**src/rtl/hazard_pkg.sv**
```systemverilog
// Shared types and constants for the pipeline hazard controller.
package hazard_pkg;

    typedef enum logic {HZ_RUN, HZ_DISCARD} hz_state_t;

    localparam int DEFAULT_REG_ADDR_W = 5;
    localparam logic [DEFAULT_REG_ADDR_W-1:0] REG_ZERO = '0;

endpackage

```
**src/rtl/hazard_sat_counter.sv**
```systemverilog
// Saturating event counter with synchronous clear; never wraps past all-ones.
module sat_counter #(
    parameter int WIDTH = 32
) (
    input  logic             clk,
    input  logic             rst,
    input  logic             clr,
    input  logic             inc,
    output logic [WIDTH-1:0] count
);

    always_ff @(posedge clk or negedge rst) begin
        if (!rst) begin
            count <= '0;
        end else if (clr) begin
            count <= '0;
        end else if (inc && (count != '1)) begin
            count <= count + WIDTH'(1);
        end
    end

endmodule

```
**src/rtl/hazard_unit.sv**
```systemverilog
// Stall/flush generation for the 5-stage pipeline: load-use, branch redirect,
// fetch wait, data-memory wait and wrong-path fetch discard, plus perf counters.
module hazard_unit
    import hazard_pkg::*;
#(
    parameter int WIDTH      = 32,
    parameter int REG_ADDR_W = DEFAULT_REG_ADDR_W
) (
    input  logic                  clk,
    input  logic                  rst,
    input  logic [REG_ADDR_W-1:0] id_rs1,
    input  logic [REG_ADDR_W-1:0] id_rs2,
    input  logic                  id_rs1_used,
    input  logic                  id_rs2_used,
    input  logic [REG_ADDR_W-1:0] ex_rd,
    input  logic                  ex_mem_read,
    input  logic                  ex_branch_taken,
    input  logic                  imem_ready,
    input  logic                  dmem_busy,
    input  logic                  cnt_clear,
    output logic                  pc_stall,
    output logic                  if_id_stall,
    output logic                  id_ex_stall,
    output logic                  ex_mem_stall,
    output logic                  if_id_flush,
    output logic                  id_ex_flush,
    output logic                  mem_wb_flush,
    output logic [WIDTH-1:0]      stall_cycles,
    output logic [WIDTH-1:0]      flush_events
);

    hz_state_t state_q;
    hz_state_t state_d;
    logic      load_use;
    logic      redirect;

    assign load_use = ex_mem_read && (ex_rd != REG_ADDR_W'(REG_ZERO)) &&
                      ((id_rs1_used && (id_rs1 == ex_rd)) ||
                       (id_rs2_used && (id_rs2 == ex_rd)));

    always_ff @(posedge clk or negedge rst) begin
        if (!rst) begin
            state_q <= HZ_RUN;
        end else begin
            state_q <= state_d;
        end
    end

    always_comb begin
        state_d      = state_q;
        redirect     = 1'b0;
        pc_stall     = 1'b0;
        if_id_stall  = 1'b0;
        id_ex_stall  = 1'b0;
        ex_mem_stall = 1'b0;
        if_id_flush  = 1'b0;
        id_ex_flush  = 1'b0;
        mem_wb_flush = 1'b0;
        if (!rst) begin
            pc_stall     = 1'b1;
            if_id_flush  = 1'b1;
            id_ex_flush  = 1'b1;
            mem_wb_flush = 1'b1;
        end else if (dmem_busy) begin
            // Full freeze; a branch in EX stays put and is taken once memory completes.
            pc_stall     = 1'b1;
            if_id_stall  = 1'b1;
            id_ex_stall  = 1'b1;
            ex_mem_stall = 1'b1;
            mem_wb_flush = 1'b1;
        end else if (ex_branch_taken) begin
            if_id_flush = 1'b1;
            id_ex_flush = 1'b1;
            redirect    = 1'b1;
            state_d     = imem_ready ? HZ_RUN : HZ_DISCARD;
        end else begin
            if (load_use) begin
                pc_stall    = 1'b1;
                if_id_stall = 1'b1;
                id_ex_flush = 1'b1;
            end
            if (state_q == HZ_DISCARD) begin
                // The word arriving now belongs to the abandoned path.
                pc_stall    = 1'b1;
                if_id_flush = 1'b1;
                if (imem_ready) begin
                    state_d = HZ_RUN;
                end
            end else if (!imem_ready && !load_use) begin
                pc_stall    = 1'b1;
                if_id_flush = 1'b1;
            end
        end
    end

    sat_counter #(.WIDTH(WIDTH)) u_stall_cnt (
        .clk   (clk),
        .rst   (rst),
        .clr   (cnt_clear),
        .inc   (pc_stall),
        .count (stall_cycles)
    );

    sat_counter #(.WIDTH(WIDTH)) u_flush_cnt (
        .clk   (clk),
        .rst   (rst),
        .clr   (cnt_clear),
        .inc   (redirect),
        .count (flush_events)
    );

endmodule

```
**config.mk**
```make
export PLATFORM = sky130hd
export DESIGN_NAME = hazard_unit
export DESIGN_NICKNAME = d
export VERILOG_FILES = /design/src/rtl/hazard_pkg.sv /design/src/rtl/hazard_sat_counter.sv /design/src/rtl/hazard_unit.sv
export SDC_FILE = /design/constraint.sdc
export NUM_CORES = 1
export LEC_CHECK = 0
export CAP_MARGIN = 20
export CORE_MARGIN = 10
export CORE_UTILIZATION = 49
export DETAILED_ROUTE_END_ITERATION = 10
export GPL_ROUTABILITY_DRIVEN = 0
export PLACE_DENSITY = 0.81
export SETUP_SLACK_MARGIN = 0.15
export SYNTH_ARGS = -nofsm -noshare
export SYNTH_HDL_FRONTEND = slang
export SYNTH_SLANG_ARGS = --single-unit
```
**constraint.sdc**
```tcl
create_clock -name clk -period 4 [get_ports clk]
set_clock_uncertainty 0.2 [all_clocks]
set_input_delay 1.2 -clock clk [delete_from_list [all_inputs] [get_ports clk]]
set_output_delay 1.2 -clock clk [all_outputs]
set_load 0.02 [all_outputs]
```
# Yosys cells after proc, flatten, opt, wreduce, memory -nomap -nowiden

Index checks and enable logic that the tools add are counted.

Add/sub/neg operators: 2
Multipliers: 0
Divide/modulo/power cells: 0
Order comparisons: 0
Equal/unequal tests: 4
Shift operators: 0
Mux-type cells: 30
Bitwise operators: 1
Reductions and logical operators: 14

Operator list:

| operator              | number |
|---|---|
| $mux 32               | 4 |
| $add 32x1->32 const B | 2 |
| $ne 32x32->1 const B  | 2 |
| $mux 1                | 26 |
| $eq 5x5->1            | 2 |
| $logic_and 1x1->1     | 7 |
| $reduce_bool 5->1     | 1 |
| $reduce_bool 2->1     | 2 |
| $logic_not 1->1       | 2 |
| $reduce_and 2->1      | 1 |
| $logic_or 1x1->1      | 1 |
| $not 1->1             | 1 |

Bits in registers: 65
Bits in latches: 0
Bits in writable memories: 0
ROM bits: 0
Bits of input ports: 24
Word-level logic and storage cells: 54
Memories kept: 0

# Logic depth before layout (Yosys ltp)

Gate-level depths: netlist (run 1).

Word-level depth: 14
Gate-level depth with buffers: 8

# Hierarchy

Synthesis (run 1) repeated with hierarchy kept, for this count alone.

Cells, all modules: 431
Area, all modules: 3982.6 um^2

Modules (own cells, without submodules):

| module      | instances | cells each | area each (um^2) | sequential area each (um^2) |
|---|---|---|---|---|
| sat_counter | 2         | 198        | 1854.3           | 800.8 |
| hazard_unit | 1         | 35         | 274.0            | 25.0 |

# Worst setup path before layout (run 1)

No wires, ideal clock.

Path kind: in2out
From: in ex_rd[1]
To: out pc_stall
Data arrival time: 2404 ps
Required time: 2600 ps
Slack: 196 ps
Stages on the path: 4
Path buffers: 0
Path through: or4_1 > o211a_1 > a21oi_1 > inv_1

Longest elaborated chain between the ends: 11
Elaborated cells on any way between the ends: 16
Those cells by class: 2 x eq/ne; 6 x mux; 8 x reduce/logical

Ends and longest elaborated chain:

| element                              | RTL line                             | RTL |
|---|---|---|
| start: declaration                   | hazard_unit.sv:15                    | `input logic [REG_ADDR_W-1:0] ex_rd,` |
| $eq 5x5->1 (on tied branches)        | hazard_unit.sv:38, hazard_unit.sv:39 |  |
| $logic_and 1x1->1 (on tied branches) | hazard_unit.sv:38, hazard_unit.sv:39 |  |
| $logic_or 1x1->1                     | hazard_unit.sv:38                    | `((id_rs1_used && (id_rs1 == ex_rd)) \|\|` |
| $logic_and 1x1->1 (*)                | hazard_unit.sv:37                    | `assign load_use = ex_mem_read && (ex_rd != REG_ADDR_W'(REG_ZERO)) &&` |
| $logic_not 1->1                      | hazard_unit.sv:89                    | `end else if (!imem_ready && !load_use) begin` |
| $logic_and 1x1->1                    | hazard_unit.sv:89                    |  |
| $mux 1 (*)                           | hazard_unit.sv:89                    |  |
| $mux 1 (*)                           | hazard_unit.sv:82                    | `if (state_q == HZ_DISCARD) begin` |
| $mux 1 (*)                           | hazard_unit.sv:71                    | `end else if (ex_branch_taken) begin` |
| $mux 1 (*)                           | hazard_unit.sv:64                    | `end else if (dmem_busy) begin` |
| $mux 1 (*)                           | hazard_unit.sv:59                    | `if (!rst) begin` |
| end: declaration                     | hazard_unit.sv:21                    | `output logic pc_stall,` |

Every way passes the cells marked *; elsewhere a longest branch is shown, timed or not.

# Final worst setup path (run 1)

From: in ex_rd[0]
To: out if_id_stall

Longest elaborated chain between the ends: 8
Elaborated cells on any way between the ends: 12
Those cells by class: 2 x eq/ne; 4 x mux; 6 x reduce/logical

Ends and longest elaborated chain:

| element                              | RTL line                             | RTL |
|---|---|---|
| $eq 5x5->1 (on tied branches)        | hazard_unit.sv:38, hazard_unit.sv:39 |  |
| $logic_and 1x1->1 (on tied branches) | hazard_unit.sv:38, hazard_unit.sv:39 |  |
| $logic_or 1x1->1                     | hazard_unit.sv:38                    |  |
| $logic_and 1x1->1 (*)                | hazard_unit.sv:37                    |  |
| $mux 1 (*)                           | hazard_unit.sv:77                    | `if (load_use) begin` |
| $mux 1 (*)                           | hazard_unit.sv:71                    |  |
| $mux 1 (*)                           | hazard_unit.sv:64                    |  |
| $mux 1 (*)                           | hazard_unit.sv:59                    |  |
| end: declaration                     | hazard_unit.sv:22                    | `output logic if_id_stall,` |

Marked as above.

==> results of run 1 <==
## layout make-up
type,instances,share of cell area (%)
clock buffers,10,2.44
repair buffers,133,22.4
clock inverters,6,2.22
multi-input cells,322,38.5
flip-flops and latches,65,31.1
diodes,1,0.0478
well taps,99,2.37
inverters,13,0.933
## state kept, by name, summed over array words and instances (netlist names)
| name | count |
|---|---|
| u_stall_cnt.count | 32 |
| u_flush_cnt.count | 32 |
| state_q | 1 |
## critical path: stages
cell             delay (ns)
clkdlybuf4s15_1        0.23
xnor2_1                0.22
nand2_1                0.15
o22ai_2                0.19
o211ai_1               0.14
buf_4                  0.17
o21bai_1               0.13
buf_4                  0.16
## metrics by stage
step | instances | instance area (µm²) | TNS, ns | power (µW)
floorplan | 411 | 3690 | 0 | 733
global placement | 617 | 4870 | -3.56 | 809
detailed placement | 618 | 4880 | -3.29 | 813
CTS | 646 | 5180 | 0 | 1500
global route | 649 | 5230 | -0.0795 | 1550
finish | 649 | 5230 | 0 | 1510
## what timing repair did
action	CTS	global route
setup endpoints to repair	7	10
gates resized for setup	71	20
setup buffers	12	2
pin swaps	18	14
## worst paths after layout
kind                                  startpoint                    end  cells past startpoint
max                                     ex_rd[0]            if_id_stall                      8
min                        u_stall_cnt.count[16]  u_stall_cnt.count[16]                      2
max reg2reg                 u_stall_cnt.count[4]  u_stall_cnt.count[30]                      6
min reg2reg                u_stall_cnt.count[16]  u_stall_cnt.count[16]                      2
max in group asynchronous                    rst   u_flush_cnt.count[5]                      2
min in group asynchronous                    rst                state_q                      1
## kinds of logic after synthesis
family | Yosys count | share of synthesized area (%)
AOI/OAI and AO/OA | 64 | 10.4
xor gates and xnor gates | 45 | 10.7
adders and majority gates | 2 | 0.677
buffers and inverters | 24 | 2.78
DFF | 65 | 44.0
muxes | 4 | 1.19
and+or+nand+nor | 207 | 30.2
## Yosys cell counts, types with 3 or more instances
cell type / n
a21oi_1: 26
nand2b_1: 4
o31ai_1: 3
nor4_1: 15
and3_1: 8
nor2b_1: 7
clkbuf_1: 8
or2_2: 4
nor2_1: 49
dfrtp_1: 65
o21ai_0: 18
nor3b_1: 3
or4_1: 4
nand4_1: 19
xor2_1: 6
nand2_1: 25
mux2_2: 3
xnor2_1: 39
nand3_1: 17
or3_1: 18
and4_1: 6
inv_1: 13
nor3_1: 18
a31o_2: 4
## per-layer routing
layer / routed length, µm / global-route usage, % / up-vias
li1: - / - / 1756
met1: 4450 / 22.1 / 1835
met2: 5790 / 34.2 / 154
met3: 784 / 5.03 / 35
met4: 270 / 7.25 / 0
met5: 0 / 0 / -
## where the power goes
part           leakage (µW)  switching [µW]  internal, µW
Clock              0.000121             273           418
Sequential         0.000904            6.20           662
Combinational       0.00104            81.1          68.8
==> metrics.md, run 1 <==
| Metric | Value |
|---|---|
| Status | finished clean |
| FILL cells | around 560 |
| # IOs | 95 |
| Chip height | between 100 and 150 µm |
| Flop-to-flop setup slack | 1.22 ns |
| Die ar. | about 11000 µm² |
| Pre-CTS setup slack | -0.768 ns |
| Fraction of layout cells with a size suffix above 1 | 17.1% |
| Initial DRC count | 251 |
| HP Class | flop to flop |
| Routed wire length | 11.3 mm |
| FF/Latch Area | 1630 µm² |
| Final Cycle Share | 99.3% |
| Die X | 107 µm |
| Utilization after layout | roughly 70% |
| Initial Util | about half |
| # port buffers | 94 |
| RSZ-0062 raised after global routing | true |
| Distinct cells, synth | 47 |
| Leading area contributor after synthesis | dfrtp_1 |
| Synth Warn # | 0 |
| DRC | 0 |
| Area Overhead vs Synth | 41.7% |
| Area share of the largest cell type after synthesis | about 44% |
| Commonest cells after routing, fill and taps aside | clkdlybuf4s50_1 (68), dfrtp_1 (65), nor2_1 (49), buf_4 (38), xnor2_1 (36) |
| DP HPWL | a little under 8 mm |
| Commonest non-fill, non-tap cell in the layout | clkdlybuf4s50_1 |
| Critical path required time | 2.60 ns |
| CTS buffer count | 9 |
| Gr ovfl total | 0 |
| Max Clk Rate | 0.252 GHz |
| Final hold violation count | 0 |
| Sequential fraction of the synthesis area | 44.0% |
| Final ANT Viol Nets | 0 |
| PnR worst setup slack | 0.0270 ns |
| WHS | 0.378 ns |
| Ranking of synthesized cells by area | dfrtp_1 (44%), xnor2_1 (9.2%), nor2_1 (5.0%), a21oi_1 (3.5%), nand4_1 (3.2%) |
| Max FO, Critical Path | 3 |
| Crit. End Element | output port |
| Initial antenna violation count | 1 |
| Mean area per synthesized cell | ~9.0 µm² |
| CTS sink count | 65 |
| CORE AREA | ~7300 µm² |
| Startpoint types | input pin |
| Vias in the first global route | 3799 |
| Worst skew pair latency | 0.35 ns |
| Via-to-Cell Ratio | 5.82 |
| Max Slew Vio Count | 0 |
| GRT Util Overall | 19.4% |
| First-pass GRT wire length | about 18 mm |
| Vias | around 3800 |
| Final setup fails | 0 |
| Critical path data arrival time | approximately 2.6 ns |
| Most used DFF post-synth | dfrtp_1 |
| Clk buf depth | 2 |
| Ys async rst share | between 90% and 100% |
| Footprint of the multi-input gates | 2020 µm² |
| Layout Nets | 570 |
| Max Cap Violations | 0 |
| Leakage | approximately 0.0021 µW |
| Cell Pwr Density | 288 nW/µm² |
| H-tree level count | 3 |
| Mapped cell area | 3690 µm² |
| Worst Max-Slew Pin Slew | slightly below 1 ns |
| Peak supply drop | 0.261 mV |
| Syn nets | 437 |
| DRT Pass-1 Iters | 4 |
| CP Class | input pin to output port |
| Clock transition at path regs | 0.08 ns |
| Core Rows | 31 |
| # hold bufs at CTS | 0 |
| Synthesized flop and latch total | 65 |
| CTS tree | done |
| Worst rel slew slack | 35.9% |
| Cells after synthesis | roughly 410 |
| Root Driver | clkbuf_8 |
| Largest net degree at the start of global routing | 65 |
| EDFF count, synth | 0 |
| DR WL/cell | ~17 µm |
| Min Tclk post-route | 3.97 ns |
Note: power is estimated with default switching activity, not from simulation.
==> inputs of run 2 (changes only) <==
--- a/config.mk
+++ b/config.mk
@@ -10,6 +10,7 @@
 export CORE_UTILIZATION = 49
 export DETAILED_ROUTE_END_ITERATION = 10
 export GPL_ROUTABILITY_DRIVEN = 0
+export MAX_ROUTING_LAYER = met4
 export PLACE_DENSITY = 0.81
 export SETUP_SLACK_MARGIN = 0.15
 export SYNTH_ARGS = -nofsm -noshare
==> run 2 against run 1 <==
Compared with the run above: largest cell class unchanged; register-to-register slack about the same; power hardly changed; hold slack got worse by 0.00064 ns; sequential power hardly changed; design area did not move; critical path depth unchanged; sequential cell count unchanged; core utilization did not move; maximum frequency is 0.40% lower; combinational power is essentially flat.
==> metrics.md, run 2 (synthesis gave the netlist of run 1 again) <==
| Metric | Value |
|---|---|
| Root Driver | clkbuf_8 |
| Die ar. | 11400 µm² (unchanged) |
| Initial Util | 50.7% (unchanged) |
| WHS | 0.378 ns (-0.000637 ns) |
| # IOs | 95 (unchanged) |
| PnR worst setup slack | 0.0111 ns (-0.0159 ns) |
| CTS buffer count | 9 (unchanged) |
| CP Cell Sequence | clkdlybuf4s15_1 > xnor2_1 > nand2_1 > o22ai_2 > o211ai_1 > buf_4 > o21bai_1 > buf_4 |
| Clock transition at path regs | 0.08 ns (about the same) |
| Commonest cells after routing, fill and taps aside | clkdlybuf4s50_1 (68), dfrtp_1 (65), nor2_1 (49), buf_4 (38), xnor2_1 (36) |
| Die X | 107 µm (unchanged) |
| Worst rel slew slack | 36.5% (+0.58 points) |
| Bufs and invs on worst path | 3 (unchanged) |
| Critical path required time | 2.60 ns (about the same) |
| Initial antenna violation count | 1 (unchanged) |
| Cell with the most instances on the worst path | buf_4 |
| CTS tree | done |
| RSZ-0062 raised after global routing | true |
| Layout Nets | 570 (unchanged) |
| Pre-CTS setup slack | -0.768 ns (unchanged) |
| # port buffers | 94 (unchanged) |
| Cell Pwr Density | 288 nW/µm² (about the same) |
| DP Area | 4880 µm² (unchanged) |
| DP HPWL | 7.82 mm (unchanged) |
| Peak supply drop | 0.261 mV (+0.24%) |
| Clk buf depth | 2 (unchanged) |
| Critical path data arrival time | 2.59 ns (+0.02 ns) |
| Final Cycle Share | 99.7% (+0.40 points) |
| Worst skew pair latency | 0.35 ns (about the same) |
| DRC | 0 (unchanged) |
| Fraction of layout cells with a size suffix above 1 | 17.1% (unchanged) |
| Max Clk Rate | 0.251 GHz (-0.40%) |
| Via-to-Cell Ratio | 5.89 (+1.1%) |
| Initial DRC count | 224 (-11%) |
| Routed wire length | 11.3 mm (about the same) |
| Largest net degree at the start of global routing | 65 (unchanged) |
| Core Rows | 31 (unchanged) |
| Vias in the first global route | 3798 (-0.026%) |
| Worst Max-Slew Pin Slew | 0.953 ns (-0.00870 ns) |
| Max Cap Violations | 0 (unchanged) |
| DRT Pass-1 Iters | 5 (+1) |
| Max Slew Vio Count | 0 (unchanged) |
| Startpoint types | input pin |
| Gr ovfl total | 0 (unchanged) |
| Slowest cell delay on critical path | 0.23 ns (about the same) |
| First-pass GRT wire length | 18.5 mm (+0.11%) |
| HP Class | flop to flop |
| Area Overhead vs Synth | 41.7% (unchanged) |
| Chip height | 107 µm (unchanged) |
| Fin Setup TNS | 0 ns (unchanged) |
| Fin area | 5230 µm² (unchanged) |
| Vias | 3820 (+1.1%) |
| Final setup fails | 0 (unchanged) |
| Family with the most delay on the worst path | buffers and inverters |
| Min Tclk post-route | 3.99 ns (+0.0159 ns) |
| Commonest non-fill, non-tap cell in the layout | clkdlybuf4s50_1 |
| Crit. End Element | output port |
| Leakage | 0.00206 µW (unchanged) |
| Status | finished clean |
| GRT Util Overall | 20.0% (+0.57 points) |
| Final ANT Viol Nets | 0 (unchanged) |
| H-tree level count | 3 (unchanged) |
| Max FO, Critical Path | 3 (unchanged) |
| CP Class | input pin to output port |
| FILL cells | 564 (unchanged) |
| CORE AREA | 7290 µm² (unchanged) |
| Final hold violation count | 0 (unchanged) |
| CTS sink count | 65 (unchanged) |
| DR WL/cell | 17.4 µm (about the same) |
| Biggest registers after layout | u_flush_cnt.count (32), u_stall_cnt.count (32), state_q (1) |
| CP max stage cell | clkdlybuf4s15_1 |
run 2: area by class of cell:
type / count / area (µm²) / area share (%)
sequential: 65 / 1630 / 31.1
antenna: 1 / 2.50 / 0.0478
clock buffer: 10 / 128 / 2.44
clock inverter: 6 / 116 / 2.22
tap: 99 / 124 / 2.37
timing repair buffer: 133 / 1170 / 22.4
multi-input combinational: 322 / 2020 / 38.5
inverter: 13 / 48.8 / 0.933
run 2: path summary, 6_finish.rpt:
check                                       from                     to  slack, ns  cells past startpoint
max in group asynchronous                    rst   u_flush_cnt.count[5]       2.08                      2
max reg2reg                 u_stall_cnt.count[4]  u_stall_cnt.count[30]       1.21                      6
min                        u_stall_cnt.count[16]  u_stall_cnt.count[16]       0.38                      2
min reg2reg                u_stall_cnt.count[16]  u_stall_cnt.count[16]       0.38                      2
max                                     ex_rd[0]            if_id_stall       0.01                      8
min in group asynchronous                    rst                state_q       0.48                      1
run 2: power breakdown:
group | switching [µW] | internal [µW] | leakage (µW)
registers | 6.04 | 662 | 0.000904
logic | 81.2 | 68.8 | 0.00104
clock network | 272 | 418 | 0.000121
run 2: timing repair:
item	4_1_cts	5_1_grt
setup buffers	12	2
setup endpoints to repair	7	10
gates resized for setup	71	20
pin swaps	18	14
hold buffers	0	0
run 2: worst min-delay path: stages, from the launching register on:
cell and delay (ns):
dfrtp_1 0.41, o21ai_0 0.08, a21oi_1 0.06
run 2: metal layers:
layer / GRT usage (%) / routed length (µm)
met4: 7.25 / 311
met5: - / 0
met3: 4.01 / 824
met1: 22.7 / 4430
met2: 34.2 / 5730
run 2: through the flow:
stage / util, % / cells / total power [µW]
2_1_floorplan: - / 411 / 733
3_3_place_gp: 66.8 / 617 / 809
3_5_place_dp: 66.9 / 618 / 813
4_1_cts: 71.1 / 646 / 1500
5_1_grt: 71.8 / 649 / 1560
6_report: 71.8 / 649 / 1510
